[src/rtl/stack_recursion_engine_if.sv]
// stack_recursion_engine_if
// Groups the start/done handshake and the status outputs of the recursion engine.
//   start, entry          : request and operand (driven by the master)
//   busy, done, result    : run status, done pulse and f(n) mod 2^RES_W
//   res_ovf, stk_err, sp  : sticky overflow flags and stack occupancy
//   cycles                : busy-cycle count, only with STACK_RECURSION_CYCLE_COUNT_EN
// Optional feature macro: STACK_RECURSION_CYCLE_COUNT_EN
interface stack_recursion_engine_if #(
  parameter int N_W         = 4,
  parameter int RES_W       = 8,
  parameter int STACK_DEPTH = 16
);
  localparam int SP_W = $clog2(STACK_DEPTH + 1);

  logic             start;
  logic [N_W-1:0]   entry;
  logic             busy;
  logic             done;
  logic [RES_W-1:0] result;
  logic             res_ovf;
  logic             stk_err;
  logic [SP_W-1:0]  sp;

`ifdef STACK_RECURSION_CYCLE_COUNT_EN
  logic [15:0]      cycles;

  modport master (
    output start, entry,
    input  busy, done, result, res_ovf, stk_err, sp, cycles
  );

  modport slave (
    input  start, entry,
    output busy, done, result, res_ovf, stk_err, sp, cycles
  );
`else
  modport master (
    output start, entry,
    input  busy, done, result, res_ovf, stk_err, sp
  );

  modport slave (
    input  start, entry,
    output busy, done, result, res_ovf, stk_err, sp
  );
`endif

endinterface

[src/rtl/stack_recursion_engine.sv]
// stack_recursion_engine
// Evaluates f(n) = f(n-1) + f(n-2), f(0)=0, f(1)=1, by walking the call tree
// with an explicit LIFO stack. Every leaf (value 0 or 1) popped is added to a
// wrapping accumulator, so the final sum is f(n) mod 2^RES_W.
// Ports:
//   clk : rising-edge clock
//   rst : asynchronous active-low reset
//   bus : slave side of stack_recursion_engine_if (start/entry in,
//         busy/done/result/res_ovf/stk_err/sp out, optional cycles out)
// Optional feature macro: STACK_RECURSION_CYCLE_COUNT_EN adds a saturating
// 16-bit count of busy cycles of the last run on bus.cycles.
//
// state     | meaning
// ----------+-----------------------------------------------------------
// IDLE      | waiting for start; result/flags of the previous run held
// PUSH_INIT | push the latched operand n
// POP       | pop one value; leaves accumulate, inner nodes expand
// EXP1      | push tmp-1
// EXP2      | push tmp-2 (on top, so the smaller branch is walked first)
// DONE      | one-cycle done pulse, result valid, then back to IDLE
module stack_recursion_engine #(
  parameter int N_W         = 4,
  parameter int RES_W       = 8,
  parameter int STACK_DEPTH = 16
) (
  input  logic                    clk,
  input  logic                    rst,
  stack_recursion_engine_if.slave bus
);

  localparam int SP_W = $clog2(STACK_DEPTH + 1);
  localparam int AW   = (STACK_DEPTH > 1) ? $clog2(STACK_DEPTH) : 1;

  typedef enum logic [2:0] {
    IDLE,
    PUSH_INIT,
    POP,
    EXP1,
    EXP2,
    DONE
  } state_t;

  state_t           state;
  logic [N_W-1:0]   n_q;
  logic [N_W-1:0]   tmp_q;
  logic [RES_W-1:0] acc_q;
  logic [SP_W-1:0]  sp_q;
  logic             busy_q;
  logic             done_q;
  logic [RES_W-1:0] result_q;
  logic             res_ovf_q;
  logic             stk_err_q;

  logic [N_W-1:0]   stack_mem [STACK_DEPTH];

  logic             stack_full;
  logic             push_en;
  logic [N_W-1:0]   push_data;
  logic [AW-1:0]    wr_idx;
  logic [AW-1:0]    rd_idx;
  logic [N_W-1:0]   top_val;
  logic [RES_W:0]   sum;

  assign stack_full = (sp_q == SP_W'(STACK_DEPTH));
  // Writes only happen when sp < STACK_DEPTH, so the truncation is safe.
  assign wr_idx     = AW'(sp_q);
  // Read index is meaningless when sp==0; POP never uses it in that case.
  assign rd_idx     = AW'(sp_q - SP_W'(1));
  assign top_val    = stack_mem[rd_idx];
  // Only leaves (0 or 1) are ever added, so bit 0 is the whole addend.
  assign sum        = {1'b0, acc_q} + {{RES_W{1'b0}}, top_val[0]};

  always_comb begin
    push_en   = 1'b0;
    push_data = n_q;
    case (state)
      PUSH_INIT: begin
        push_en   = !stack_full;
        push_data = n_q;
      end
      EXP1: begin
        push_en   = !stack_full;
        push_data = tmp_q - N_W'(1);
      end
      EXP2: begin
        push_en   = !stack_full;
        push_data = tmp_q - N_W'(2);
      end
      default: ;
    endcase
  end

  // Stack storage carries no reset; contents are don't-care after reset.
  always_ff @(posedge clk) begin
    if (push_en) begin
      stack_mem[wr_idx] <= push_data;
    end
  end

  always_ff @(posedge clk or negedge rst) begin
    if (!rst) begin
      state     <= IDLE;
      n_q       <= '0;
      tmp_q     <= '0;
      acc_q     <= '0;
      sp_q      <= '0;
      busy_q    <= 1'b0;
      done_q    <= 1'b0;
      result_q  <= '0;
      res_ovf_q <= 1'b0;
      stk_err_q <= 1'b0;
    end else begin
      done_q <= 1'b0;
      case (state)
        IDLE: begin
          if (bus.start) begin
            n_q       <= bus.entry;
            acc_q     <= '0;
            res_ovf_q <= 1'b0;
            stk_err_q <= 1'b0;
            sp_q      <= '0;
            busy_q    <= 1'b1;
            state     <= PUSH_INIT;
          end
        end

        PUSH_INIT, EXP1, EXP2: begin
          if (stack_full) begin
            // Abort: result shows whatever was accumulated so far.
            stk_err_q <= 1'b1;
            result_q  <= acc_q;
            done_q    <= 1'b1;
            state     <= DONE;
          end else begin
            sp_q  <= sp_q + SP_W'(1);
            state <= (state == EXP1) ? EXP2 : POP;
          end
        end

        POP: begin
          if (sp_q == '0) begin
            result_q <= acc_q;
            done_q   <= 1'b1;
            state    <= DONE;
          end else begin
            sp_q <= sp_q - SP_W'(1);
            if (top_val < N_W'(2)) begin
              acc_q <= sum[RES_W-1:0];
              if (sum[RES_W]) begin
                res_ovf_q <= 1'b1;
              end
            end else begin
              tmp_q <= top_val;
              state <= EXP1;
            end
          end
        end

        DONE: begin
          busy_q <= 1'b0;
          state  <= IDLE;
        end

        default: begin
          busy_q <= 1'b0;
          state  <= IDLE;
        end
      endcase
    end
  end

`ifdef STACK_RECURSION_CYCLE_COUNT_EN
  logic [15:0] cyc_q;

  // Counts the working states only, so it freezes once DONE is reached.
  always_ff @(posedge clk or negedge rst) begin
    if (!rst) begin
      cyc_q <= '0;
    end else if (state == IDLE && bus.start) begin
      cyc_q <= '0;
    end else if ((state == PUSH_INIT || state == POP || state == EXP1 || state == EXP2) &&
                 cyc_q != 16'hFFFF) begin
      cyc_q <= cyc_q + 16'd1;
    end
  end

  assign bus.cycles = cyc_q;
`else
  // No busy-cycle counter in this build.
`endif

  assign bus.busy    = busy_q;
  assign bus.done    = done_q;
  assign bus.result  = result_q;
  assign bus.res_ovf = res_ovf_q;
  assign bus.stk_err = stk_err_q;
  assign bus.sp      = sp_q;

endmodule

[src/flat_wrapper.sv]
// flat-port wrapper written by rule: the top's interface ports become plain ports
module stack_recursion_engine_flat 
#(
  parameter int N_W         = 4,
  parameter int RES_W       = 8,
  parameter int STACK_DEPTH = 16
)
  (clk, rst, bus_start, bus_entry, bus_busy, bus_done, bus_result, bus_res_ovf, bus_stk_err, bus_sp);
  stack_recursion_engine_if #(.N_W(N_W), .RES_W(RES_W), .STACK_DEPTH(STACK_DEPTH)) bus_i ();
  input  logic clk;
  input  logic rst;
  input wire logic [$bits(bus_i.start)-1:0] bus_start;
  input wire logic [$bits(bus_i.entry)-1:0] bus_entry;
  output wire logic [$bits(bus_i.busy)-1:0] bus_busy;
  output wire logic [$bits(bus_i.done)-1:0] bus_done;
  output wire logic [$bits(bus_i.result)-1:0] bus_result;
  output wire logic [$bits(bus_i.res_ovf)-1:0] bus_res_ovf;
  output wire logic [$bits(bus_i.stk_err)-1:0] bus_stk_err;
  output wire logic [$bits(bus_i.sp)-1:0] bus_sp;
  assign bus_i.start = bus_start;
  assign bus_i.entry = bus_entry;
  assign bus_busy = bus_i.busy;
  assign bus_done = bus_i.done;
  assign bus_result = bus_i.result;
  assign bus_res_ovf = bus_i.res_ovf;
  assign bus_stk_err = bus_i.stk_err;
  assign bus_sp = bus_i.sp;
  stack_recursion_engine #(.N_W(N_W), .RES_W(RES_W), .STACK_DEPTH(STACK_DEPTH)) u_core (.clk(clk), .rst(rst), .bus(bus_i));
endmodule
[config.mk]
export PLATFORM = sky130hd
export DESIGN_NAME = stack_recursion_engine_flat
export DESIGN_NICKNAME = d
export VERILOG_FILES = /design/src/rtl/stack_recursion_engine_if.sv /design/src/rtl/stack_recursion_engine.sv /design/src/flat_wrapper.sv
export SDC_FILE = /design/constraint.sdc
export NUM_CORES = 1
export LEC_CHECK = 0
export CELL_PAD_IN_SITES_DETAIL_PLACEMENT = 0
export CELL_PAD_IN_SITES_GLOBAL_PLACEMENT = 1
export CORE_MARGIN = 3
export CORE_UTILIZATION = 49
export DETAILED_ROUTE_END_ITERATION = 8
export PLACE_DENSITY = 0.84
export SYNTH_ARGS = -nofsm -noshare
export SYNTH_HDL_FRONTEND = slang
export SYNTH_SLANG_ARGS = --single-unit
[constraint.sdc]
create_clock -name clk -period 4.5 [get_ports clk]
set_input_delay 1.125 -clock clk [delete_from_list [all_inputs] [get_ports clk]]
set_output_delay 1.125 -clock clk [all_outputs]
set_load 0.005 [all_outputs]
==> results.py <==
metrics = {
    "global_route": {
        "grt_usage_pct": 18.6,
        "grt_max_degree": 37,
        "antenna_found_initial": 0,
        "first_global_vias": 2860,
        "grt_first_pass_wirelength_mm": 15.6,
        "grt_overflow": 0,
    },
    "floorplan": {
        "rows": 35,
        "pin_count": 24,
        "die_area_um2": 10800,
        "coreArea_um2": 9240,
        "fp.dieH_um": 104,
        "start_util_pct": 50.6,
        "die-width_um": 104,
    },
    "synth": {
        "yosys_most_used_dff": "edfxtp_1",
        "synth_nets": 374,
        "yosys.area.top_type_share_pct": 41.1,
        "syn_inst": 358,
        "yosysUniqueCellTypes": 58,
        "synth_seq_cells": 100,
        "syn-cell-area_um2": 4680,
        "yosys-top-cells-count": "64 x edfxtp_1, 41 x nand2_1, 36 x dfrtp_1, 26 x nor2_1, 21 x mux2i_1",
        "synth_top_cell_by_area": "edfxtp_1",
        "yosysMostFrequentCell": "edfxtp_1",
        "ys_seq_area_share_pct": 60.3,
        "synth_edf_count": 64,
        "ys.warnings.count": 0,
        "synth.avg_cell_area_um2": 13.1,
        "synthTopCellsByArea": "edfxtp_1 41%, dfrtp_1 19%, mux2i_1 4.5%, mux4_2 4.3%, mux2_2 3.6%",
        "async_reset_ff_share_pct": 36.0,
    },
    "drt": {
        "drt_iter0_drc": 251,
        "highest_layer": "met4",
        "routed-wl-met2_mm": 4.52,
        "vias": 2963,
        "firstDrtPassIters": 4,
        "drc": 0,
        "wl_met3_um": 471,
        "routed_wl_mm": 9.43,
        "wirelength_met1_mm": 4.24,
        "antenna_left": 0,
        "wl_per_cell_um": 18.2,
        "routed_via_density": 5.72,
    },
    "setup_path": {
        "critical_path_required_ns": 4.80,
        "cp-start-kind": "flip-flop",
        "startpoint": "u_core.bus.sp[1]",
        "r2r_start": "u_core.bus.sp[1]",
        "crit_slowest_cell": "ha_1",
        "critPathMaxFanout": 18,
        "arrival_ns": 3.57,
        "cp_common_cell": "ha_1",
        "end_kind": "flip-flop",
        "path_cells": "inv_1 > ha_1 > mux4_2 > mux4_2 > ha_1 > ha_1 > and3_1 > and3_1 > o211ai_2 > mux2i_1",
        "critPathMaxStageDelay_ns": 0.64,
        "path_class": "flip-flop to flip-flop",
    },
    "clock_tree": {
        "cts_tree": "built",
        "path_clk_slew_ns": 0.11,
        "ctsHoldBuffers": 0,
        "cts_resized": 0,
        "htree_levels": 3,
        "root_buffer": "clkbuf_8",
        "cts_made_buffers": 9,
        "post-cts-setup-buffers": 0,
        "cts_buffer_depth": 2,
        "insertion_delay_ns": 0.37,
        "cts_sinks": 100,
    },
    "sta": {
        "finalClockSkew_ns": 0.0132,
        "fin_crit_ns": 3.26,
        "finalCritPeriodShare_pct": 72.5,
        "fmax_ghz": 0.307,
        "slew_headroom_pct": 46.0,
        "finalSetupTns_ns": 0,
        "drv_slew": 0,
        "rsz0062_at_grt": "false",
        "setup_viol_count_final": 0,
        "hold_violations": 0,
        "worst_pin_slew_ns": 0.810,
    },
    "power": {
        "internal-power_w": 0.00234,
        "combPwrFrac_pct": 47.7,
        "irDropWorstVdd_mv": 0.359,
        "finalPower_w": 0.00394,
        "power.switching_w": 0.00159,
        "power_density_nw_per_um2": 749,
        "pwr-share-seq_pct": 37.9,
        "clkPwrFrac_pct": 14.3,
        "p_sw_share_pct": 40.5,
        "leakage_nw": 2.01,
    },
    "placed_design": {
        "post-dp-hpwl_mm": 6.81,
        "numPortBuffers": 23,
        "gp_congestion": 0.904,
    },
    "job": {
        "drv_cap": 0,
    },
    "finish": {
        "fin_nets": 400,
        "layout-drive-gt1-share_pct": 15.2,
        "antenna_cells": 0,
        "area_growth_pct": 12.3,
    },
    "min_path": {
        "min_path_type": "flip-flop to flip-flop",
        "hold_start": "u_core.bus.stk_err",
    },
    "status": {
        "outcome": "finished clean",
    },
}
## cells in the final DEF, fill, tap and decap left out, drive strengths merged, types with 3 or more instances in the layout
cell type / instances
nand2b: 9
nand3b: 4
clkbuf: 9
nor3: 7
clkdlybuf4s50: 22
o22ai: 5
mux2: 16
a31oi: 3
nand2: 41
ha: 9
mux4: 9
inv: 12
and2: 3
o211ai: 5
and3: 4
nor3b: 7
a211oi: 4
nor2: 26
o21ai: 13
mux2i: 21
buf: 9
a32oi: 5
dfrtp: 36
nand3: 5
xor2: 3
edfxtp: 64
a21oi: 9
## logic make-up (layout without fill, tap and decap cells)
kind of cell / count (synthesis) / after routing / share of synthesized area [%]
buffers and inverters: 22 / 53 / 1.98
DFF: 100 / 100 / 60.3
xor gates and xnor gates: 5 / 5 / 1.10
AOI/OAI and AO/OA: 59 / 59 / 9.17
adders and majority gates: 9 / 9 / 2.41
and+or+nand+nor: 117 / 117 / 12.4
muxes: 46 / 46 / 12.7
## power groups by stage
stage               Clock [W]  Combinational [W]  Sequential (W)
finish               0.000564            0.00188         0.00149
detailed placement          0            0.00189         0.00151
CTS                  0.000581            0.00190         0.00149
global placement            0            0.00185         0.00151
global route         0.000619            0.00207         0.00152
floorplan                   0            0.00136         0.00144
## metal layers
| layer | vias up | GRT usage (%) |
|---|---|---|
| met5 | - | 0 |
| met4 | 0 | 7.22 |
| met3 | 16 | 3.61 |
| met2 | 96 | 28.6 |
| met1 | 1444 | 26.3 |
| li1 | 1407 | - |
## area by class of cell
class | count | area [um^2]
well taps | 129 | 161
clock buffers | 9 | 124
inverters | 6 | 22.5
flip-flops and latches | 100 | 2820
multi-input cells | 236 | 1760
fillers | 752 | 3990
repair buffers | 31 | 285
clock inverters | 7 | 73.8
## through the flow
stage	hold WS (ns)	util (%)	cell area, um^2	setup WS (ns)	std cells
floorplan	0.462	-	4680	1.03	358
global placement	0.477	54.7	5060	1.40	502
detailed placement	0.479	54.7	5060	1.29	502
finish	0.498	56.9	5250	1.24	518
CTS	0.503	56.9	5250	1.26	518
global route	0.539	56.9	5250	1.05	518
## registers in the layout (all words and copies together), names as in the netlist, 3 cells and up
signal	count
u_core.bus.sp	5
u_core.state	3
u_core.bus.result	8
u_core.n_q	4
u_core.acc_q	8
u_core.stack_mem	64
u_core.tmp_q	4
## final timing paths
check	to	slack, ns	cells after the start
hold / removal	u_core.bus.stk_err	0.50	2
setup reg to reg	u_core.acc_q[6]	1.24	10
min in group asynchronous	u_core.bus.result[4]	0.83	1
setup / recovery	u_core.acc_q[6]	1.24	10
max in group asynchronous	u_core.n_q[1]	3.15	1
hold reg to reg	u_core.bus.stk_err	0.50	2
## worst max-delay path, delay by kind of cell, from the launching register on
family / cells / cell delay [ns]
multiplexers: 3 / 1.08
adder cells (fa/ha/maj): 3 / 1.04
flip-flops: 1 / 0.49
AND/OR/NAND/NOR: 2 / 0.38
buffers and inverters: 1 / 0.12
AO/OA/AOI/OAI: 1 / 0.08
Note: power is estimated with default switching activity, not from simulation.
==> RTL edit, RTL diff (same settings) <==
`N_W` is set to 4 in 3 places; all go to 3.
--- a/src/rtl/stack_recursion_engine_if.sv
+++ b/src/rtl/stack_recursion_engine_if.sv
@@ -6,7 +6,7 @@
 //   cycles                : busy-cycle count, only with STACK_RECURSION_CYCLE_COUNT_EN
 // Optional feature macro: STACK_RECURSION_CYCLE_COUNT_EN
 interface stack_recursion_engine_if #(
-  parameter int N_W         = 4,
+  parameter int N_W         = 3,
   parameter int RES_W       = 8,
   parameter int STACK_DEPTH = 16
 );
--- a/src/rtl/stack_recursion_engine.sv
+++ b/src/rtl/stack_recursion_engine.sv
@@ -19,7 +19,7 @@
 // EXP2      | push tmp-2 (on top, so the smaller branch is walked first)
 // DONE      | one-cycle done pulse, result valid, then back to IDLE
 module stack_recursion_engine #(
-  parameter int N_W         = 4,
+  parameter int N_W         = 3,
   parameter int RES_W       = 8,
   parameter int STACK_DEPTH = 16
 ) (
--- a/src/flat_wrapper.sv
+++ b/src/flat_wrapper.sv
@@ -1,7 +1,7 @@
 // flat-port wrapper written by rule: the top's interface ports become plain ports
 module stack_recursion_engine_flat 
 #(
-  parameter int N_W         = 4,
+  parameter int N_W         = 3,
   parameter int RES_W       = 8,
   parameter int STACK_DEPTH = 16
 )
Interface: changed (resized bus_entry); port bits go from 24 to 23. No check against the original RTL was run, so the function may have changed too.
==> RTL edit against the unedited design <==
Fmax down 16%. Setup slack worse by 0.63 ns. Highest routed layer unchanged. Clock skew down 0.0022 ns. Die area down 15%. Area after synthesis down 16%. Final area down 17%. Total power down 25%. Sequential cell count down 18. Cell count down 23%. Routed wire length down 21%. Synthesized cell count down 23%. Non-clock buffer count down 7.
==> RTL edit: results <==
[run_status]
status = finished, final reports clean

[clock_tree]
clk_pin_slew_worst_paths_ns = 0.09
clock_latency_ns = 0.35

[worst_setup_path]
cp.arrival_ns = 4.12
rrSetupSlack_ns = 0.61
ff2ff_path_depth = 14
worstReg2RegStart = u_core.bus.sp[0]$_DFFE_PN0P_

[synthesis]
synth-xor-area-share_pct = 1.53
synth_cell_types = 53
synth.top_cells.by_count = edfxtp_1, dfrtp_1, nand2_1, mux2_2, o21ai_0
synth-compound-area-share_pct = 10.1
async_flop_share_pct = 41.5

[global_routing]
track_usage_pct = 17.8
grt_pass1_vias = 2198
use_met1_pct = 26.9
grt_pass1_wl_um = 12000

[sta]
max_freq_ghz = 0.257
fin_worst_skew_ns = 0.0111
tightest_slew_ns = 1.01

[routing]
wl_met3_um = 251
drtIter0Drc = 160

[power_and_ir_drop]
pg_clk_mw = 0.487
power.density_mw_per_mm2 = 681
leakage_nw = 1.61
comb-power_mw = 1.28

[worst_hold_path]
min_to = u_core.bus.res_ovf$_DFFE_PN0P_
worstHoldPathCells = 1

[placement]
placed_area_mm2 = 0.00417
dp.cells = 384
io_buffers = 22

[cells_and_area]
drive_gt1_share_pct = 16.1
final_cells = 400
-- RTL edit: cell types whose count changed after synthesis, moves of 7 or more --
cell      before  now
nand2_1       41   20
nor2_1        26    7
edfxtp_1      64   48
mux2i_1       21    8
mux4_1         0   11
mux4_2         9    1
nand2b_1       9    2
-- RTL edit: worst max path at each step --
stage,start,endpoint,cells past startpoint
after CTS,u_core.bus.sp[0]$_DFFE_PN0P_,u_core.acc_q[6]$_DFFE_PN0P_,14
after detailed placement,u_core.bus.sp[0]$_DFFE_PN0P_,u_core.acc_q[6]$_DFFE_PN0P_,14
after floorplan,u_core.bus.sp[0]$_DFFE_PN0P_,u_core.acc_q[6]$_DFFE_PN0P_,16
after global routing,u_core.bus.sp[0]$_DFFE_PN0P_,u_core.acc_q[6]$_DFFE_PN0P_,14
after global placement,u_core.bus.sp[0]$_DFFE_PN0P_,u_core.acc_q[6]$_DFFE_PN0P_,14
final,u_core.bus.sp[0]$_DFFE_PN0P_,u_core.acc_q[6]$_DFFE_PN0P_,14
-- RTL edit: layout make-up --
| class | instances | area, um^2 |
|---|---|---|
| Multi-Input combinational cell | 171 | 1490 |
| Inverter | 5 | 18.8 |
| Clock inverter | 6 | 46.3 |
| Sequential cell | 82 | 2290 |
| Timing Repair Buffer | 24 | 235 |
| Clock buffer | 10 | 129 |
| Fill cell | 654 | 3420 |
| Tap cell | 102 | 128 |
-- RTL edit: worst max-delay path, stage by stage (launching register included) --
cell,delay [ns]
dfrtp_1,0.37
buf_4,0.21
inv_1,0.18
ha_1,0.37
xor2_1,0.51
mux4_1,0.28
nor2b_1,0.17
a211oi_1,0.08
a21oi_1,0.27
ha_1,0.23
ha_1,0.16
nand3_1,0.12
or2_2,0.35
o311ai_0,0.36
o31ai_2,0.12
